$ cat src/rtl/temp_avg_multi.sv
// temp_avg_multi: multi-channel moving-average filter for temperature samples.
// Each channel keeps a ring buffer of the last 2**LOG2_DEPTH samples and a
// running sum. Every accepted sample produces one registered average
// (latency 1). The block also keeps a window-full flag and a high-temperature
// alarm with hysteresis for each channel.
//
// Ports
//   clk        in   system clock, rising edge
//   rst        in   synchronous reset, active-high
//   in_valid   in   sample strobe (at most one sample per cycle)
//   in_ch      in   channel of the sample
//   in_data    in   unsigned temperature sample
//   clr        in   per-channel window flush (wins over a same-cycle sample)
//   out_valid  out  one-cycle pulse when avg_data/avg_ch are updated
//   avg_ch     out  channel of the current average
//   avg_data   out  windowed average of avg_ch (sum >> LOG2_DEPTH)
//   full       out  per-channel: window holds DEPTH samples
//   alarm      out  per-channel high-temperature alarm
//   err_ch     out  one-cycle pulse: sample addressed a channel >= CHANNELS

// Per-channel lane: ring buffer, running sum, fill counter, flags.
module temp_avg_lane #(
   parameter int DATA_W     = 9,
   parameter int LOG2_DEPTH = 3,
   parameter int HI_THRESH  = 40,
   parameter int HYST       = 2
) (
   input  logic              clk,
   input  logic              rst,
   input  logic              acc,
   input  logic              clr,
   input  logic [DATA_W-1:0] data,
   output logic [DATA_W-1:0] avg,
   output logic              full,
   output logic              alarm
);
   localparam int DEPTH = 1 << LOG2_DEPTH;
   localparam int SUM_W = DATA_W + LOG2_DEPTH;
   localparam logic [DATA_W-1:0] TH_SET = DATA_W'(HI_THRESH);
   localparam logic [DATA_W-1:0] TH_CLR = DATA_W'(HI_THRESH - HYST);

   logic [DATA_W-1:0]     mem [DEPTH];
   logic [SUM_W-1:0]      sum;
   logic [SUM_W-1:0]      new_sum;
   logic [LOG2_DEPTH-1:0] wp;
   logic [LOG2_DEPTH:0]   cnt;
   logic                  fill_now;

   // Evicted entry is 0 while filling, so the subtraction is exact throughout;
   // the combinational read-modify-write keeps back-to-back samples exact.
   assign new_sum  = sum - SUM_W'(mem[wp]) + SUM_W'(data);
   assign avg      = new_sum[SUM_W-1:LOG2_DEPTH];
   assign fill_now = full | (cnt == (LOG2_DEPTH+1)'(DEPTH - 1));

   always_ff @(posedge clk) begin
      if (rst || clr) begin
         for (int i = 0; i < DEPTH; i++) mem[i] <= '0;
         sum   <= '0;
         wp    <= '0;
         cnt   <= '0;
         full  <= 1'b0;
         alarm <= 1'b0;
      end else if (acc) begin
         mem[wp] <= data;
         sum     <= new_sum;
         wp      <= wp + 1'b1;
         if (!full) cnt <= cnt + 1'b1;
         full <= fill_now;
         if (fill_now) begin
            if (avg >= TH_SET)      alarm <= 1'b1;
            else if (avg < TH_CLR)  alarm <= 1'b0;
         end
      end
   end
endmodule

module temp_avg_multi #(
   parameter int CHANNELS   = 2,
   parameter int DATA_W     = 9,
   parameter int LOG2_DEPTH = 3,
   parameter int HI_THRESH  = 40,
   parameter int HYST       = 2,
   localparam int CH_W      = (CHANNELS > 1) ? $clog2(CHANNELS) : 1
) (
   input  logic                clk,
   input  logic                rst,
   input  logic                in_valid,
   input  logic [CH_W-1:0]     in_ch,
   input  logic [DATA_W-1:0]   in_data,
   input  logic [CHANNELS-1:0] clr,
   output logic                out_valid,
   output logic [CH_W-1:0]     avg_ch,
   output logic [DATA_W-1:0]   avg_data,
   output logic [CHANNELS-1:0] full,
   output logic [CHANNELS-1:0] alarm,
   output logic                err_ch
);
   logic                            ch_ok;
   logic [CHANNELS-1:0]             acc;
   logic [CHANNELS-1:0][DATA_W-1:0] lane_avg;
   logic [DATA_W-1:0]               avg_sel;

   // Out-of-range channel numbers only exist when CHANNELS is not 2**CH_W.
   generate
      if (CHANNELS == (1 << CH_W)) begin : g_ch_pow2
         assign ch_ok = 1'b1;
      end else begin : g_ch_range
         assign ch_ok = (in_ch < CH_W'(CHANNELS));
      end
   endgenerate

   genvar g;
   generate
      for (g = 0; g < CHANNELS; g++) begin : g_lane
         assign acc[g] = in_valid && ch_ok && (in_ch == CH_W'(g)) && !clr[g];
         temp_avg_lane #(
            .DATA_W     (DATA_W),
            .LOG2_DEPTH (LOG2_DEPTH),
            .HI_THRESH  (HI_THRESH),
            .HYST       (HYST)
         ) u_lane (
            .clk   (clk),
            .rst   (rst),
            .acc   (acc[g]),
            .clr   (clr[g]),
            .data  (in_data),
            .avg   (lane_avg[g]),
            .full  (full[g]),
            .alarm (alarm[g])
         );
      end
   endgenerate

   // At most one lane accepts per cycle, so an OR-mux selects its average.
   always_comb begin
      avg_sel = '0;
      for (int i = 0; i < CHANNELS; i++)
         if (acc[i]) avg_sel = avg_sel | lane_avg[i];
   end

   always_ff @(posedge clk) begin
      if (rst) begin
         out_valid <= 1'b0;
         avg_ch    <= '0;
         avg_data  <= '0;
         err_ch    <= 1'b0;
      end else begin
         out_valid <= |acc;
         err_ch    <= in_valid && !ch_ok;
         if (|acc) begin
            avg_ch   <= in_ch;
            avg_data <= avg_sel;
         end
      end
   end
endmodule
$ cat config.mk
export PLATFORM = sky130hd
export DESIGN_NAME = temp_avg_multi
export DESIGN_NICKNAME = d
export VERILOG_FILES = /design/src/rtl/temp_avg_multi.sv
export SDC_FILE = /design/constraint.sdc
export NUM_CORES = 1
export LEC_CHECK = 0
export ABC_AREA = 1
export BUFFER_PORTS_ARGS = -buffer_cell sky130_fd_sc_hd__buf_2
export CORE_MARGIN = 10
export CORE_UTILIZATION = 45
export DETAILED_ROUTE_END_ITERATION = 10
export SLEW_MARGIN = 15
export SYNTH_ARGS = -nofsm -noshare
export SYNTH_HDL_FRONTEND = slang
export SYNTH_SLANG_ARGS = --single-unit
$ cat constraint.sdc
create_clock -name clk -period 3.4 [get_ports clk]
set_input_delay 0.51 -clock clk [delete_from_list [all_inputs] [get_ports clk]]
set_output_delay 0.51 -clock clk [all_outputs]
set_load 0.02 [all_outputs]
==> summary.txt, run 1 <==
Status -> finished clean
Mapped Cells -> 1213
Async SR Flop Fraction -> 0%
Seq cells post-synth -> 203
M1 GR Usage -> 24.87%
Gpl congestion -> 0.8438
Die H -> 172.2 um
Clock-pin slew on the worst setup and hold paths -> 0.06 ns
Die X -> 172.2 um
Vias per inst -> 5.186
Deepest clock path buffer count -> 3
Hold endpoint -> out_valid
DR WL/cell -> 16.82 um
Initial Util -> 45.93%
Switching power total -> 1.662 mW
Clock latency on the worst-skew pair -> 0.52 ns
Grt ovf -> 0
Register area share after synthesis -> 52.78%
FMAX -> 313.6 MHz
Busiest layer in global routing -> met2
R2R cell count -> 19
Arrival time worst endpoint -> 3.57 ns
CTS tree -> done
# DRC -> 0
Fin crit share -> 93.78%
Synth cell types -> 35
Post-synth EDFFs -> 144
Pwr per Cell Area -> 510.0 nW/um^2
Via count -> 8111
Slew margin rel. -> 45.75%
IO Port Bufs -> 29
Synth-to-Final Area Change -> 13.52%
Die ar. -> 29670 sq um
Synth top area cells -> edfxtp_1, dfxtp_1, nor2_1
Dpl hpwl -> 18.87 mm
Final wirelength -> 26.30 mm
Num CTS Buffers -> 23
Most frequent cell after synthesis -> nor2_1
Io pins -> 31
DRT antenna net count -> 0
R2R Path End -> g_lane[0].u_lane.alarm
Lkg Pwr -> 5.202 nW
Kind of critical path -> flip-flop to flip-flop
Largest net degree at the start of global routing -> 24
Antenna violations before repair -> 0
Fin nets -> 1324
Crit path launch type -> flip-flop
Clock sinks -> 203
Worst hold stages -> 2
Root Driver -> clkbuf_16
First-pass GRT wire length -> 42.52 mm
Hold_ws -> 0.3739 ns
Final slew viol count -> 0
Comb pwr share -> 15.9%
Setup crit end kind -> flip-flop
Diode count -> 0
Tot GR Track Use -> 18.14%
Vias in the first global route -> 7831
Synth top cells by count -> nor2_1, nand2_1, edfxtp_1
Core area -> 22710 sq um
Final Setup Violations -> 0
Layout cell share with drive strength beyond 1 -> 12.51%
Initial DRC count -> 591
Worst-Margin Slew -> 0.8129 ns
GR met3 Demand/Resource -> 2.668%
Fin. Hold Viols -> 0
Share of Yosys cell area claimed by the top area cell type -> 41.46%
Sequential share of power -> 46.0%
Largest vdd supply drop -> 0.3928 mV
Syn Area/Cell -> 8.599 sq um
RSZ-0062 raised after global routing -> no
# rows -> 55
Yosys top cell by area -> edfxtp_1
FF-to-FF setup slack -> 0.21 ns
Worst Path Required -> 3.78 ns
Hold Startpoint -> rst
H-tree levels -> 1
Pint -> 4.376 mW
Clk pwr share -> 38.1%
Syn_nets -> 1274
YS warnings -> 0
Hold Buf Count CTS -> 0
Mapped Area -> 10430 sq um
Setup Total Neg Slack -> 0 ns
DRT Pass-1 Iters -> 5
Main flop type after synthesis -> edfxtp_1
Max-cap violations -> 0
Clock skew -> 0.008839 ns
Tmin final -> 3.189 ns
Net Sw Frac -> 27.52%
Worst Path Max Fanout -> 9
Met2 usage -> 29.62%
HP Class -> input pin to flip-flop
[layer usage]
layer / part of all wire (%) / vias to the layer above
li1: - / 4049
met1: 46 / 3798
met5: 0 / -
met2: 46 / 224
met4: 2.1 / 0
met3: 6.3 / 40
[stage by stage]
stage                     cells  cell area (sq um)  worst slack, ns  power [mW]  util [%]
after floorplan            1213              10430           0.4682       3.499         -
after global placement     1522              11040           0.1670       3.761     48.63
after detailed placement   1522              11040           0.1381       3.766     48.63
after CTS                  1563              11730           0.1137       6.049     51.66
after global routing       1564              11840         0.007691       6.317     52.14
final                      1564              11840           0.2113       6.038     52.14
[timing repair]
item / CTS / global route
buffers inserted: 0 / 0
endpoints found under the setup margin: 0 / 13
resized for setup: 0 / 22
endpoints found under the hold margin: 0 / 0
[cell type report]
cell class	instances	area, sq um
Sequential cell	203	5509
Tap cell	285	356.6
Clock buffer	25	583.1
Timing Repair Buffer	72	521.8
Multi-Input combinational cell	818	4219
Fill cell	2137	10870
Inverter	145	544.3
Clock inverter	16	106.4
[cells by family after synthesis]
| group | after synthesis | synth area share [%] |
|---|---|---|
| and+or+nand+nor | 585 | 22.98 |
| DFF | 203 | 52.78 |
| buffers and inverters | 192 | 7.414 |
| AOI/OAI and AO/OA | 178 | 9.225 |
| adders and majority gates | 46 | 6.814 |
| xor gates and xnor gates | 8 | 0.7438 |
| other | 1 | 0.03595 |
[state kept, by name (all words and copies together), names as in the netlist, named ones only]
name and count:
g_lane.u_lane.cnt 8, g_lane.u_lane.wp 6, g_lane.u_lane.sum 24, avg_ch 1, g_lane.u_lane.full 2, g_lane.u_lane.mem 144, avg_data 9, out_valid 1
g_lane.u_lane.alarm 2
[cells in the final DEF, fill, tap and decap left out, types with 5 or more instances in the layout]
cell type	count
clkinv_1	16
nand2_2	18
clkinv_2	7
fa_1	17
o22ai_1	18
a31oi_2	7
inv_1	130
nand3_1	41
buf_2	29
a31oi_1	12
dfxtp_1	56
clkbuf_16	24
nor2_2	5
nand2_1	195
a21oi_1	44
nand4_1	8
edfxtp_1	144
buf_4	37
nor2_1	303
ha_1	27
o21ai_0	88
a21oi_2	5
[worst max-delay path, stage by stage, from the launching register on]
cell and delay (ns):
dfxtp_2 0.35, inv_1 0.08, buf_4 0.17, o21ai_0 0.10
o22ai_1 0.24, nor2_1 0.08, a31oi_1 0.26, fa_1 0.46
inv_1 0.06, ha_1 0.27, nand2_1 0.15, inv_1 0.07
a21oi_2 0.16, nand2_1 0.10, nand2_1 0.09, nand3_1 0.10
nand2_1 0.09, nand3_1 0.08, nand2_1 0.08, a21oi_2 0.05
[power by group through the flow]
stage               sequential, mW  clock, mW  combinational, mW
floorplan                     2.83          0              0.668
global placement              2.83          0              0.934
detailed placement            2.83          0              0.938
global route                  2.79       2.44               1.09
CTS                           2.78       2.33              0.943
finish                        2.78       2.30              0.959
[worst max path at each step]
| stage | startpoint | cells past startpoint | endpoint |
|---|---|---|---|
| floorplan | flip-flop | 19 | g_lane[0].u_lane.alarm |
| detailed placement | flip-flop | 18 | avg_data[8] |
| global route | flip-flop | 18 | g_lane[0].u_lane.alarm |
| global placement | flip-flop | 18 | avg_data[8] |
| CTS | flip-flop | 18 | avg_data[8] |
| finish | flip-flop | 19 | g_lane[0].u_lane.alarm |
(Power assumes the default switching activity.)
==> run 2, diff against run 1 <==
Settings changed: PLACE_DENSITY set to 0.63, SYNTH_HIERARCHICAL set to 1.
==> summary.txt, run 2 <==
Synth-to-Final Area Change -> 11.86%
Async SR Flop Fraction -> 0%
Initial DRC count -> 642
Diode count -> 0
R2R Path End -> avg_data[6]
Lkg Pwr -> 5.383 nW
Initial Util -> 45.88%
# rows -> 56
Io pins -> 31
First-pass GRT wire length -> 42.11 mm
Synth top cells by count -> nor2_1, inv_1, edfxtp_1, nand2_1, o21ai_0
Final Power -> 6.092 mW
Commonest non-fill, non-tap cell in the layout -> nor2_1
Largest register FFs -> 144
Tot GR Track Use -> 17.02%
R2R cell count -> 22
Mapped Area -> 10830 sq um
Switching power total -> 1.681 mW
Vias in the first global route -> 7755
Critical Path Sink -> avg_data[6]
Tmin final -> 3.200 ns
Largest net degree at the start of global routing -> 37
Arrival time worst endpoint -> 3.60 ns
Antenna violations before repair -> 0
Via count -> 8227
Largest vdd supply drop -> 0.3326 mV
Core area -> 23610 sq um
Clock-pin slew on the worst setup and hold paths -> 0.06 ns
Register area share after synthesis -> 50.82%
Slew margin rel. -> 65.01%
Vias per inst -> 5.035
Die H -> 175.2 um
Status -> finished clean
Worst Path Required -> 3.80 ns
Mapped Cells -> 1260
Share of Yosys cell area claimed by the top area cell type -> 39.92%
Fin. Hold Viols -> 0
Post-CTS Setup Inserts -> 0
FMAX -> 312.5 MHz
IO Port Bufs -> 29
Final wirelength -> 26.37 mm
Die ar. -> 30680 sq um
Biggest regs -> g_lane.u_lane/mem (144), g_lane.u_lane/sum (24), avg_data (9)
Most frequent cell after synthesis -> nor2_1
Die X -> 175.2 um
Kind of critical path -> flip-flop to flip-flop
YS warnings -> 6
Main flop type after synthesis -> edfxtp_1
Syn_nets -> 1321
Fin crit share -> 94.11%
Post-synth EDFFs -> 144
Synth cell types -> 40
Setup crit end kind -> flip-flop
Seq cells post-synth -> 203
Clock skew -> 0.02452 ns
RSZ-0062 raised after global routing -> yes
Worst Path Max Fanout -> 27
Fill count -> 2278
# DRC -> 0
Comb pwr share -> 16.1%
Clock sinks -> 203
Pint -> 4.411 mW
Clock latency on the worst-skew pair -> 0.51 ns
Gpl congestion -> 0.9342
Worst-Margin Slew -> 0.5243 ns
Clk pwr share -> 38.4%
Syn Area/Cell -> 8.598 sq um
CTS tree -> done
Yosys top cell by area -> edfxtp_1
Sequential share of power -> 45.5%
Dpl hpwl -> 18.83 mm
DRT Pass-1 Iters -> 6
Final Setup Violations -> 0
H-tree levels -> 1
Root Driver -> clkbuf_16
DRT antenna net count -> 0
Crit path launch type -> flip-flop
Grt ovf -> 0
Num CTS Buffers -> 23
Post-DP Area -> 11350 sq um
DR WL/cell -> 16.14 um
Fin area -> 12120 sq um
HP Class -> input pin to flip-flop
Layout cell share with drive strength beyond 1 -> 12.09%
Synth top area cells -> edfxtp_1, nor2_1, dfxtp_1
FF-to-FF setup slack -> 0.20 ns
Top reg by flops -> g_lane.u_lane/mem
Fin nets -> 1359
Max-cap violations -> 0
Net Sw Frac -> 27.59%
Hold_ws -> 0.3380 ns
Deepest clock path buffer count -> 3
Most frequent cells in the layout -> nor2_1, inv_1, nand2_1, edfxtp_1, o21ai_0
Pwr per Cell Area -> 502.7 nW/um^2
Final slew viol count -> 0
## run 2: through the flow
step | utilization, % | setup TNS [ns] | worst slack (ns) | instances
final | 51.32 | 0 | 0.2001 | 1634
after global routing | 51.32 | -0.03567 | -0.01795 | 1634
after global placement | 48.06 | 0 | 0.1829 | 1592
after CTS | 51.08 | 0 | 0.2000 | 1634
after floorplan | - | 0 | 0.3710 | 1260
after detailed placement | 48.06 | 0 | 0.1899 | 1592
## run 2: power groups by stage
stage | Combinational [mW] | Clock (mW) | Sequential (mW)
global route | 1.11 | 2.50 | 2.78
floorplan | 0.782 | 0 | 2.83
detailed placement | 0.951 | 0 | 2.82
finish | 0.979 | 2.34 | 2.77
global placement | 0.947 | 0 | 2.82
CTS | 0.956 | 2.39 | 2.77
## run 2: cell type report
type | count | area [sq um] | area share [%]
Sequential cell | 203 | 5505 | 45.43
Multi-Input combinational cell | 818 | 4314 | 35.60
Inverter | 183 | 699.4 | 5.772
Clock buffer | 27 | 610.6 | 5.039
Timing Repair Buffer | 69 | 486.7 | 4.017
Tap cell | 319 | 399.1 | 3.294
Clock inverter | 15 | 102.6 | 0.8467
## run 2: cells by family (layout without fill, tap and decap cells)
family	after synthesis	in the layout	share of synthesized area, %
buffers and inverters	239	294	9.783
XOR/XNOR	10	10	0.9471
AO/OA/AOI/OAI	188	188	9.309
AND/OR/NAND/NOR	573	573	22.55
other	1	1	0.03462
flip-flops	203	203	50.82
adder cells (fa/ha/maj)	46	46	6.560
## run 2: repair_timing
action	in CTS	in global routing
gates resized for setup	0	17
setup endpoints to repair	0	7
hold buffers	0	0
## run 2: routing by layer
| layer | track usage (%) | up-vias | wire length, um |
|---|---|---|---|
| met5 | 0 | - | 0 |
| met3 | 2.457 | 37 | 1223 |
| met4 | 4.521 | 0 | 590 |
| met2 | 28.03 | 192 | 12690 |
| li1 | - | 4162 | - |
| met1 | 22.94 | 3836 | 11860 |
## run 2: how the worst min path moves through the flow
stage	depth (start not counted)	from	slack [ns]	end
floorplan	2	g_lane[0].u_lane/sum[0]	0.44	g_lane[0].u_lane/sum[0]
global placement	2	g_lane[0].u_lane/sum[0]	0.45	g_lane[0].u_lane/sum[0]
detailed placement	2	avg_ch	0.45	avg_ch
CTS	2	rst	0.33	avg_data[6]
global route	2	rst	0.34	avg_data[6]
finish	2	rst	0.34	avg_data[4]
## run 2: critical path: stages (launching register included)
cell and delay [ns]:
dfxtp_1 0.36, inv_1 0.09, buf_12 0.16, o21ai_0 0.16, o22ai_1 0.10, nor2_1 0.16, a31oi_2 0.07, fa_1 0.49
inv_1 0.04, ha_1 0.38, nand3_1 0.11, nand2_2 0.12, nand2_1 0.07, nand2_2 0.09, nand2_1 0.09, nand2_1 0.07
nand2_1 0.05, nand2_1 0.10, inv_1 0.06, nand4_1 0.10, nand2_1 0.06, nor2_1 0.10, nor2_1 0.04
